$ cat config.mk
export PLATFORM = sky130hd
export DESIGN_NAME = seg7_scan_595_flat
export DESIGN_NICKNAME = d
export VERILOG_FILES = /design/src/rtl/seg7_scan_595_if.sv /design/src/rtl/seg7_scan_595.sv /design/src/flat_wrapper.sv
export SDC_FILE = /design/constraint.sdc
export NUM_CORES = 1
export LEC_CHECK = 0
export ABC_AREA = 1
export CAP_MARGIN = 5
export CORE_UTILIZATION = 35
export CTS_CLUSTER_DIAMETER = 40
export DETAILED_ROUTE_END_ITERATION = 12
export PLACE_DENSITY_LB_ADDON = 0.15
export SLEW_MARGIN = 40
export SYNTH_ARGS = -nofsm -noshare
export SYNTH_HDL_FRONTEND = slang
export SYNTH_SLANG_ARGS = --single-unit
$ cat constraint.sdc
create_clock -name clk -period 5.99 [get_ports clk]
set_clock_uncertainty 0.1 [all_clocks]
set_input_delay 0.8985 -clock clk [delete_from_list [all_inputs] [get_ports clk]]
set_output_delay 0.8985 -clock clk [all_outputs]
set_load 0.005 [all_outputs]
$ cat src/rtl/seg7_scan_595_if.sv
// ---------------------------------------------------------------------------
// seg7_scan_595_if
// Bundle between the numeric datapath and the 7-segment scanner.
//   enable      scan enable (level)
//   digits      4*DIGITS bits, nibble i is the value of digit i
//   dp_en       DIGITS bits, 1 lights the decimal point of digit i
//   blank       DIGITS bits, 1 switches digit i fully off
//   Sftclk      74HC595 shift clock
//   Lchclk      74HC595 storage (latch) clock
//   SDout       74HC595 serial data
//   Srst_n      74HC595 master reset, active low
//   cur_digit   index of the digit being shifted / currently latched
//   frame_done  one-cycle pulse at the end of the last digit's dwell
//
// Handshake: there is no valid/ready pair. enable is a level that the scanner
// samples only while idle and at the end of each dwell; digits/dp_en/blank are
// sampled in the single LOAD cycle of each digit, so the datapath may update
// them at any time and the change shows up on the next digit load.
// ---------------------------------------------------------------------------
interface seg7_scan_595_if #(
  parameter int DIGITS = 4
);
  logic                  enable;
  logic [4*DIGITS-1:0]   digits;
  logic [DIGITS-1:0]     dp_en;
  logic [DIGITS-1:0]     blank;
  logic                  Sftclk;
  logic                  Lchclk;
  logic                  SDout;
  logic                  Srst_n;
  logic [2:0]            cur_digit;
  logic                  frame_done;

  // Datapath side.
  modport master (
    output enable, digits, dp_en, blank,
    input  Sftclk, Lchclk, SDout, Srst_n, cur_digit, frame_done
  );

  // Scanner side.
  modport slave (
    input  enable, digits, dp_en, blank,
    output Sftclk, Lchclk, SDout, Srst_n, cur_digit, frame_done
  );
endinterface

$ cat src/rtl/seg7_scan_595.sv
// ---------------------------------------------------------------------------
// seg7_scan_595
// Multiplexed 7-segment scanner driving two chained 74HC595s (select byte
// first, segment byte second) by bit-banging their shift/latch pins.
// Each digit: LOAD (1 cycle) -> SHIFT (16 bits, 2*SCK_DIV cycles each)
// -> LATCH (SCK_DIV cycles) -> DWELL (DWELL cycles).
//
// Ports
//   clk          system clock, rising edge
//   rst          synchronous reset, active high
//   io_disp      seg7_scan_595_if.slave (inputs + 595 pins, see interface)
//   o_dbg_state  current FSM state (IDLE=0, LOAD=1, SHIFT=2, LATCH=3, DWELL=4)
// ---------------------------------------------------------------------------
module seg7_scan_595 #(
  parameter int DIGITS  = 4,
  parameter int SCK_DIV = 2,
  parameter int DWELL   = 1000
) (
  input  logic                   clk,
  input  logic                   rst,
  seg7_scan_595_if.slave         io_disp,
  output logic [2:0]             o_dbg_state
);

  typedef enum logic [2:0] {
    S_IDLE  = 3'd0,
    S_LOAD  = 3'd1,
    S_SHIFT = 3'd2,
    S_LATCH = 3'd3,
    S_DWELL = 3'd4
  } state_t;

  localparam logic [7:0]  DIV_LAST   = 8'(SCK_DIV - 1);
  localparam logic [19:0] DWELL_LAST = 20'(DWELL - 1);
  localparam logic [2:0]  DIG_LAST   = 3'(DIGITS - 1);

  state_t      r_state;
  logic [15:0] r_sh;          // r_sh[15] is the bit currently on SDout
  logic [7:0]  r_div_cnt;
  logic [3:0]  r_bit_cnt;
  logic [19:0] r_dwell_cnt;
  logic        r_sftclk;
  logic        r_lchclk;
  logic        r_srst_n;
  logic        r_frame_done;
  logic [2:0]  r_cur;

  // Inputs padded to the 8-digit maximum so the per-digit selects below have
  // the same index width for every DIGITS value.
  logic [31:0] w_digits_pad;
  logic [7:0]  w_dp_pad;
  logic [7:0]  w_blank_pad;
  logic [3:0]  w_nib;
  logic [7:0]  w_seg;
  logic [7:0]  w_sel;
  logic [15:0] w_word;
  logic        w_last_digit;

  always_comb begin
    w_digits_pad = 32'(io_disp.digits);
    w_dp_pad     = 8'(io_disp.dp_en);
    w_blank_pad  = 8'(io_disp.blank);
    w_nib        = w_digits_pad[{r_cur, 2'b00} +: 4];
    // Digit 0 is wired to the highest select output in use.
    w_sel        = 8'd1 << (DIG_LAST - r_cur);
    w_seg        = 8'hFF;
    // Active-low segments, bit0 = a ... bit6 = g, bit7 = DP.
    case (w_nib)
      4'h0:    w_seg = 8'hC0;
      4'h1:    w_seg = 8'hF9;
      4'h2:    w_seg = 8'hA4;
      4'h3:    w_seg = 8'hB0;
      4'h4:    w_seg = 8'h99;
      4'h5:    w_seg = 8'h92;
      4'h6:    w_seg = 8'h82;
      4'h7:    w_seg = 8'hF8;
      4'h8:    w_seg = 8'h80;
      4'h9:    w_seg = 8'h90;
      4'hA:    w_seg = 8'h88;
      4'hB:    w_seg = 8'h83;
      4'hC:    w_seg = 8'hC6;
      4'hD:    w_seg = 8'hA1;
      4'hE:    w_seg = 8'h86;
      default: w_seg = 8'h8E;
    endcase
    if (w_dp_pad[r_cur]) begin
      w_seg[7] = 1'b0;
    end
    // Blanking wins over the decimal point.
    if (w_blank_pad[r_cur]) begin
      w_seg = 8'hFF;
    end
    w_word       = {w_sel, w_seg};
    w_last_digit = (r_cur == DIG_LAST);
  end

  always_ff @(posedge clk) begin
    if (rst) begin
      r_state      <= S_IDLE;
      r_sh         <= '0;
      r_div_cnt    <= '0;
      r_bit_cnt    <= '0;
      r_dwell_cnt  <= '0;
      r_sftclk     <= 1'b0;
      r_lchclk     <= 1'b0;
      r_srst_n     <= 1'b0;
      r_frame_done <= 1'b0;
      r_cur        <= '0;
    end else begin
      r_srst_n <= 1'b1;
      case (r_state)
        S_IDLE: begin
          if (io_disp.enable) begin
            r_cur   <= '0;
            r_state <= S_LOAD;
          end
        end

        S_LOAD: begin
          // Loading r_sh puts the select MSB on SDout for the first low phase.
          r_sh      <= w_word;
          r_sftclk  <= 1'b0;
          r_div_cnt <= '0;
          r_bit_cnt <= '0;
          r_state   <= S_SHIFT;
        end

        S_SHIFT: begin
          if (r_div_cnt == DIV_LAST) begin
            r_div_cnt <= '0;
            if (!r_sftclk) begin
              r_sftclk <= 1'b1;
            end else begin
              // Falling edge: data only moves while Sftclk is low.
              r_sftclk <= 1'b0;
              if (r_bit_cnt == 4'd15) begin
                r_lchclk <= 1'b1;
                r_state  <= S_LATCH;
              end else begin
                r_bit_cnt <= r_bit_cnt + 4'd1;
                r_sh      <= {r_sh[14:0], 1'b0};
              end
            end
          end else begin
            r_div_cnt <= r_div_cnt + 8'd1;
          end
        end

        S_LATCH: begin
          if (r_div_cnt == DIV_LAST) begin
            r_div_cnt    <= '0;
            r_lchclk     <= 1'b0;
            r_dwell_cnt  <= '0;
            // With a one-cycle dwell the first dwell cycle is also the last.
            r_frame_done <= w_last_digit && (DWELL_LAST == 20'd0);
            r_state      <= S_DWELL;
          end else begin
            r_div_cnt <= r_div_cnt + 8'd1;
          end
        end

        S_DWELL: begin
          if (r_dwell_cnt == DWELL_LAST) begin
            r_frame_done <= 1'b0;
            r_cur        <= w_last_digit ? 3'd0 : r_cur + 3'd1;
            r_state      <= io_disp.enable ? S_LOAD : S_IDLE;
          end else begin
            r_dwell_cnt  <= r_dwell_cnt + 20'd1;
            // Raised one cycle early so the pulse covers the last dwell cycle.
            r_frame_done <= w_last_digit && ((r_dwell_cnt + 20'd1) == DWELL_LAST);
          end
        end

        default: r_state <= S_IDLE;
      endcase
    end
  end

  assign io_disp.Sftclk     = r_sftclk;
  assign io_disp.Lchclk     = r_lchclk;
  assign io_disp.SDout      = r_sh[15];
  assign io_disp.Srst_n     = r_srst_n;
  assign io_disp.cur_digit  = r_cur;
  assign io_disp.frame_done = r_frame_done;
  assign o_dbg_state        = r_state;

endmodule

$ cat src/flat_wrapper.sv
// flat-port wrapper written by rule: the top's interface ports become plain ports
module seg7_scan_595_flat 
#(
  parameter int DIGITS  = 4,
  parameter int SCK_DIV = 2,
  parameter int DWELL   = 1000
)
  (clk, rst, o_dbg_state, io_disp_enable, io_disp_digits, io_disp_dp_en, io_disp_blank, io_disp_Sftclk, io_disp_Lchclk, io_disp_SDout, io_disp_Srst_n, io_disp_cur_digit, io_disp_frame_done);
  seg7_scan_595_if #(.DIGITS(DIGITS)) io_disp_i ();
  input  logic clk;
  input  logic rst;
  output logic [2:0] o_dbg_state;
  input wire logic [$bits(io_disp_i.enable)-1:0] io_disp_enable;
  input wire logic [$bits(io_disp_i.digits)-1:0] io_disp_digits;
  input wire logic [$bits(io_disp_i.dp_en)-1:0] io_disp_dp_en;
  input wire logic [$bits(io_disp_i.blank)-1:0] io_disp_blank;
  output wire logic [$bits(io_disp_i.Sftclk)-1:0] io_disp_Sftclk;
  output wire logic [$bits(io_disp_i.Lchclk)-1:0] io_disp_Lchclk;
  output wire logic [$bits(io_disp_i.SDout)-1:0] io_disp_SDout;
  output wire logic [$bits(io_disp_i.Srst_n)-1:0] io_disp_Srst_n;
  output wire logic [$bits(io_disp_i.cur_digit)-1:0] io_disp_cur_digit;
  output wire logic [$bits(io_disp_i.frame_done)-1:0] io_disp_frame_done;
  assign io_disp_i.enable = io_disp_enable;
  assign io_disp_i.digits = io_disp_digits;
  assign io_disp_i.dp_en = io_disp_dp_en;
  assign io_disp_i.blank = io_disp_blank;
  assign io_disp_Sftclk = io_disp_i.Sftclk;
  assign io_disp_Lchclk = io_disp_i.Lchclk;
  assign io_disp_SDout = io_disp_i.SDout;
  assign io_disp_Srst_n = io_disp_i.Srst_n;
  assign io_disp_cur_digit = io_disp_i.cur_digit;
  assign io_disp_frame_done = io_disp_i.frame_done;
  seg7_scan_595 #(.DIGITS(DIGITS), .SCK_DIV(SCK_DIV), .DWELL(DWELL)) u_core (.clk(clk), .rst(rst), .io_disp(io_disp_i), .o_dbg_state(o_dbg_state));
endmodule
# == Word-level counts from Yosys, hierarchy flattened ==
# Memory sizes are Yosys's and may differ from the RTL's.
# Cells that the tools add are included.
# Widths: inputs -> output; s select.
# totals
reg_bits,58
mem_bits_ro,112
input_bits,27
out_inout_bits,11
word_cells,93
memories,1
# classes
add_sub_neg,5
order_cmp,1
eq_ne,17
n_shift,2
n_mux,42
n_reduce_logical,15
# memory_table
name,words,word_bits,rd,rd_ports_with_merged_regs,wr,line_no,text
(name not given),16,7,1,0,0,seg7_scan_595.sv:68,case (w_nib)
# ops
operator,n
$mux 16,3
$eq 20x10->1 const B,2
$mux 20,2
$pmux 20 s2,1
$pmux 16 s2,1
$shiftx 32x6->4,1
$mux 3,9
$add 20x1->20 const B,1
$mux 8,2
$pmux 8 s2,1
$pmux 3 s5,1
$mux 1,12
$mux 4,3
$ne 2x1->1 const B,5
$reduce_bool 2->1,5
$eq 3x2->1 const B,3
$add 8x1->8 const B,1
$eq 8x1->1 const B,1
$pmux 4 s2,1
$shl 1x3->8 const A,1
$bmux 1 s3,2
$ne 2x2->1 const B,3
$pmux 1 s2,3
$pmux 3 s2,1
15 further kinds,17

# == Depth between registers and ports, before layout ==
# logic_depth
word_depth,5
ltp_mapped,14

# == Least setup slack after synthesis ==
# OpenSTA, ideal clock, no wires.
# synth_timing
path_type,input to register
startpoint,in io_disp_digits[9]
endpoint,reg u_core.r_sh[3]
setup_time_ns,0.119
t_arrival_ns,2.202
slack_ns,3.569
cell_stages,10
n_path_buf,0
cell_sequence,nor2_1 > nor2_1 > o21ai_0 > a21oi_1 > ha_1 > or2_2 > o211ai_1 > nand3_1 > nand2_1 > a21oi_1
# synth_between
elab_chain_cells,4
# synth_lines
element,line_no,text
start: declaration,flat_wrapper.sv:14,input wire logic [$bits(io_disp_i.digits)-1:0] io_disp_digits;
$shiftx 32x6->4,seg7_scan_595.sv:63,"w_nib = w_digits_pad[{r_cur, 2'b00} +: 4];"
$mem_v2 16x7,--,
$mux 8,seg7_scan_595.sv:90,if (w_blank_pad[r_cur]) begin
$pmux 16 s2,seg7_scan_595.sv:111,case (r_state)
end signal: assignment,seg7_scan_595.sv:121,r_sh <= w_word;
end signal: assignment,seg7_scan_595.sv:141,"r_sh <= {r_sh[14:0], 1'b0};"
end: declaration,seg7_scan_595.sv:38,logic [15:0] r_sh;
# No other way between the ends.
# A chain may end at the register's enable or synchronous reset.

# == Worst setup path in the final report ==
# Same ends and word-level chain as after synthesis.

==> results by group <==
Route
  • Post-Route WL: 9.32 mm
  • # DRC: 0
  • Drt first pass iters: 5
  • WL/cell: 12.1 um
  • DR vias: 3669
  • Final ANT Viol Nets: 0
  • DRT iter0 DRCs: 154
  • Vias/cell: 4.77

Clock network
  • TritonCTS buffer count: 9
  • Hold buffer count at cts: 0
  • Clock buffer depth: 2
  • CTS tree: yes
  • Clock latency at the later pin of the worst-skew pair: 0.34 ns
  • Clk slew on worst S/H paths: 0.07 ns
  • # Post-CTS Setup Buffers: 0
  • Clk sinks: 58
  • Root buffer cell: clkbuf_8
  • # resized after CTS: 0
  • # H-tree levels: 3

Floorplanning
  • Die ar.: 0.0114 mm2
  • Initial core utilization: 36.7%
  • Die Y-Extent: 107 um
  • Total core area: 0.0105 mm2
  • # IOs: 38
  • Rows: 37
  • Die Wd: 107 um

STA
  • Final setup viols: 0
  • Final hold vios: 0
  • Worst slew pin tran: 0.598 ns
  • Fmax: 362 MHz
  • RSZ-0062 raised after global routing: no
  • TNS Setup: 0 ns
  • Fin crit period: 2.76 ns
  • Hold Slack: 0.366 ns
  • Fin crit share: 46.1%
  • Max transition margin: 60.1%
  • Max-slew violations: 0

Setup path
  • Crit. End Element: register
  • WP data required: 6.11 ns
  • Worst reg2reg path endpoint: u_core.r_sh[3]
  • Classification of the worst setup path: primary input to register
  • CP Max Fanout: 6
  • Reg2reg path depth: 12
  • Reg2Reg Launch Point: u_core.io_disp.cur_digit[0]
  • Reg2reg setup slack: 3.42 ns
  • Setup crit start kind: primary input
  • Crit path arrival time: 2.88 ns

Yosys
  • Mux contribution to synthesized area: 0%
  • Post-synth top cells: 164 x nand2_1, 63 x nor2_1, 58 x dfxtp_1
  • Adder-cell share of the synthesized area: 5.54%
  • Post-synthesis compound-gate area fraction: 15.1%
  • Synth Area in XOR/XNOR: 1.37%
  • Main area contributors after synthesis: dfxtp_1 30%, nand2_1 16%, a21oi_1 6.3%
  • Simple-gate share of the synthesized area: 38.2%
  • Cell Area, Synth: 0.00384 mm2
  • Post-synthesis register bit count: 58
  • Async set or reset register ratio after synthesis: 0%
  • Ys Warns: 0
  • Syn_area_per_cell: 6.42 um2
  • Synth top area share: 30.3%
  • Post-Syn Instances: 598
  • Post-synth top area cell: dfxtp_1
  • Ys flop type: dfxtp_1
  • Most numerous cell in the Yosys netlist: nand2_1
  • Post-Synthesis Net Count: 642
  • Post-synth cell types: 39
  • Number of synthesized flops with an enable pin: 0
  • Seq/Total Area, Yosys: 30.3%
  • Largest family of logic cells by synthesized area: simple AND/OR/NAND/NOR gates

Global routing
  • Global-route track usage on met3: 4.80%
  • Met1 Usage GRT: 22.9%
  • Initial antenna violation count: 0
  • Global routing's busiest layer: met2
  • GRT met2 Usage: 28.3%
  • Via count of the first global-routing pass: 3347
  • First-pass GRT wire length: 15.8 mm
  • Total GRT Usage: 17.4%
  • Largest net degree at the start of global routing: 38
  • Congestion Overflow GR: 0

Place
  • Placed Cells: 753
  • I/O Buffers: 37
  • Final RePlAce weighted congestion: 0.834
  • Dpl hpwl: 6.84 mm

Cells and area
  • Post-layout util: 43.4%
  • Diodes inserted: 0
  • Nets: 672
  • Finished Layout Cells: 769
  • Share of cells above drive strength 1: 10.1%
  • Area Growth Syn to Fin: 18.3%

Pwr
  • Int Pwr: 0.00104 W
  • Power, Total: 0.00169 W
  • Leak: 1.79 nW
  • Reg power frac: 31.1%
  • Maximum vdd ir drop: 186 uV
  • Net Switching: 0.000654 W
  • Gate power share: 39.9%
  • Clock Power Share: 29.0%
  • Sw Ratio: 38.7%
  • PD cells: 372 mW/mm2

Run
  • Number of max-cap violations: 0

Hold path
  • Hold endpoint: u_core.r_sh[5]
  • Hold path depth: 2
  • Hold_sp: u_core.r_sh[5]
  • Hold Crit Class: register to register

Status
  • Status: complete, no violations
[through the flow]
step | worst slack, ns | instance area (um2)
final | 3.23 | 4540
after global routing | 3.05 | 4540
after CTS | 3.22 | 4540
after detailed placement | 2.86 | 4270
after global placement | 2.92 | 4270
after floorplan | 3.57 | 3840
[worst max path at each step]
stage | start | to | slack (ns) | cells past startpoint
floorplan | io_disp_digits[9] | u_core.r_sh[3] | 3.57 | 10
global placement | io_disp_digits[9] | u_core.r_sh[3] | 2.92 | 11
detailed placement | io_disp_digits[9] | u_core.r_sh[3] | 2.86 | 11
CTS | io_disp_digits[9] | u_core.r_sh[3] | 3.22 | 11
global route | io_disp_digits[9] | u_core.r_sh[0] | 3.05 | 13
finish | io_disp_digits[9] | u_core.r_sh[3] | 3.23 | 11
[sequential cells by signal (all words and copies together), names as in the netlist]
name                       cells
u_core.r_sh                   16
u_core.r_dwell_cnt            20
u_core.io_disp.Srst_n          1
u_core.io_disp.frame_done      1
u_core.r_div_cnt               8
u_core.io_disp.Sftclk          1
u_core.o_dbg_state             3
u_core.io_disp.cur_digit       3
u_core.io_disp.Lchclk          1
u_core.r_bit_cnt               4
[layout make-up]
cell class	instances	area (um2)
flip-flops and latches	58	1160
repair buffers	38	378
multi-input cells	454	2310
inverters	67	251
clock buffers	11	141
fillers	1111	5920
clock inverters	5	125
well taps	136	170
[cell usage in the layout (no fill, tap or decap), types with 7 or more instances in the layout]
master	instances
o22ai_1	7
a21oi_1	48
clkbuf_8	10
nand4_1	8
nand2_1	164
nand2_2	10
o21ai_0	38
inv_1	53
inv_2	14
ha_1	17
nor2_1	63
clkdlybuf4s50_1	37
dfxtp_1	58
nand3_1	43
[power groups by stage]
stage | logic (W) | clock network [W] | registers [W]
floorplan | 0.000536 | 0 | 0.000516
global placement | 0.000670 | 0 | 0.000534
detailed placement | 0.000676 | 0 | 0.000534
CTS | 0.000679 | 0.000502 | 0.000526
global route | 0.000779 | 0.000521 | 0.000535
finish | 0.000675 | 0.000490 | 0.000525
[cell families after synthesis]
kind of cell | count (synthesis)
AO/OA/AOI/OAI | 108
buffers and inverters | 86
flip-flops | 58
AND/OR/NAND/NOR | 323
adder cells (fa/ha/maj) | 17
XOR/XNOR | 6
[layer usage]
layer	share of wire (%)	up-vias
li1	-	1991
met1	49	1629
met5	0	-
met2	48	43
met3	2.7	6
met4	0.70	0
[worst max-delay path: stages]
cell and delay, ns:
clkdlybuf4s50_1 0.45, nor2_1 0.04, nor2_1 0.10, o21ai_0 0.09, a21oi_1 0.38, ha_1 0.31
or2_2 0.31, o211ai_1 0.09, nand3_1 0.10, nand2_1 0.07, a21oi_1 0.05
(Power assumes the default switching activity.)
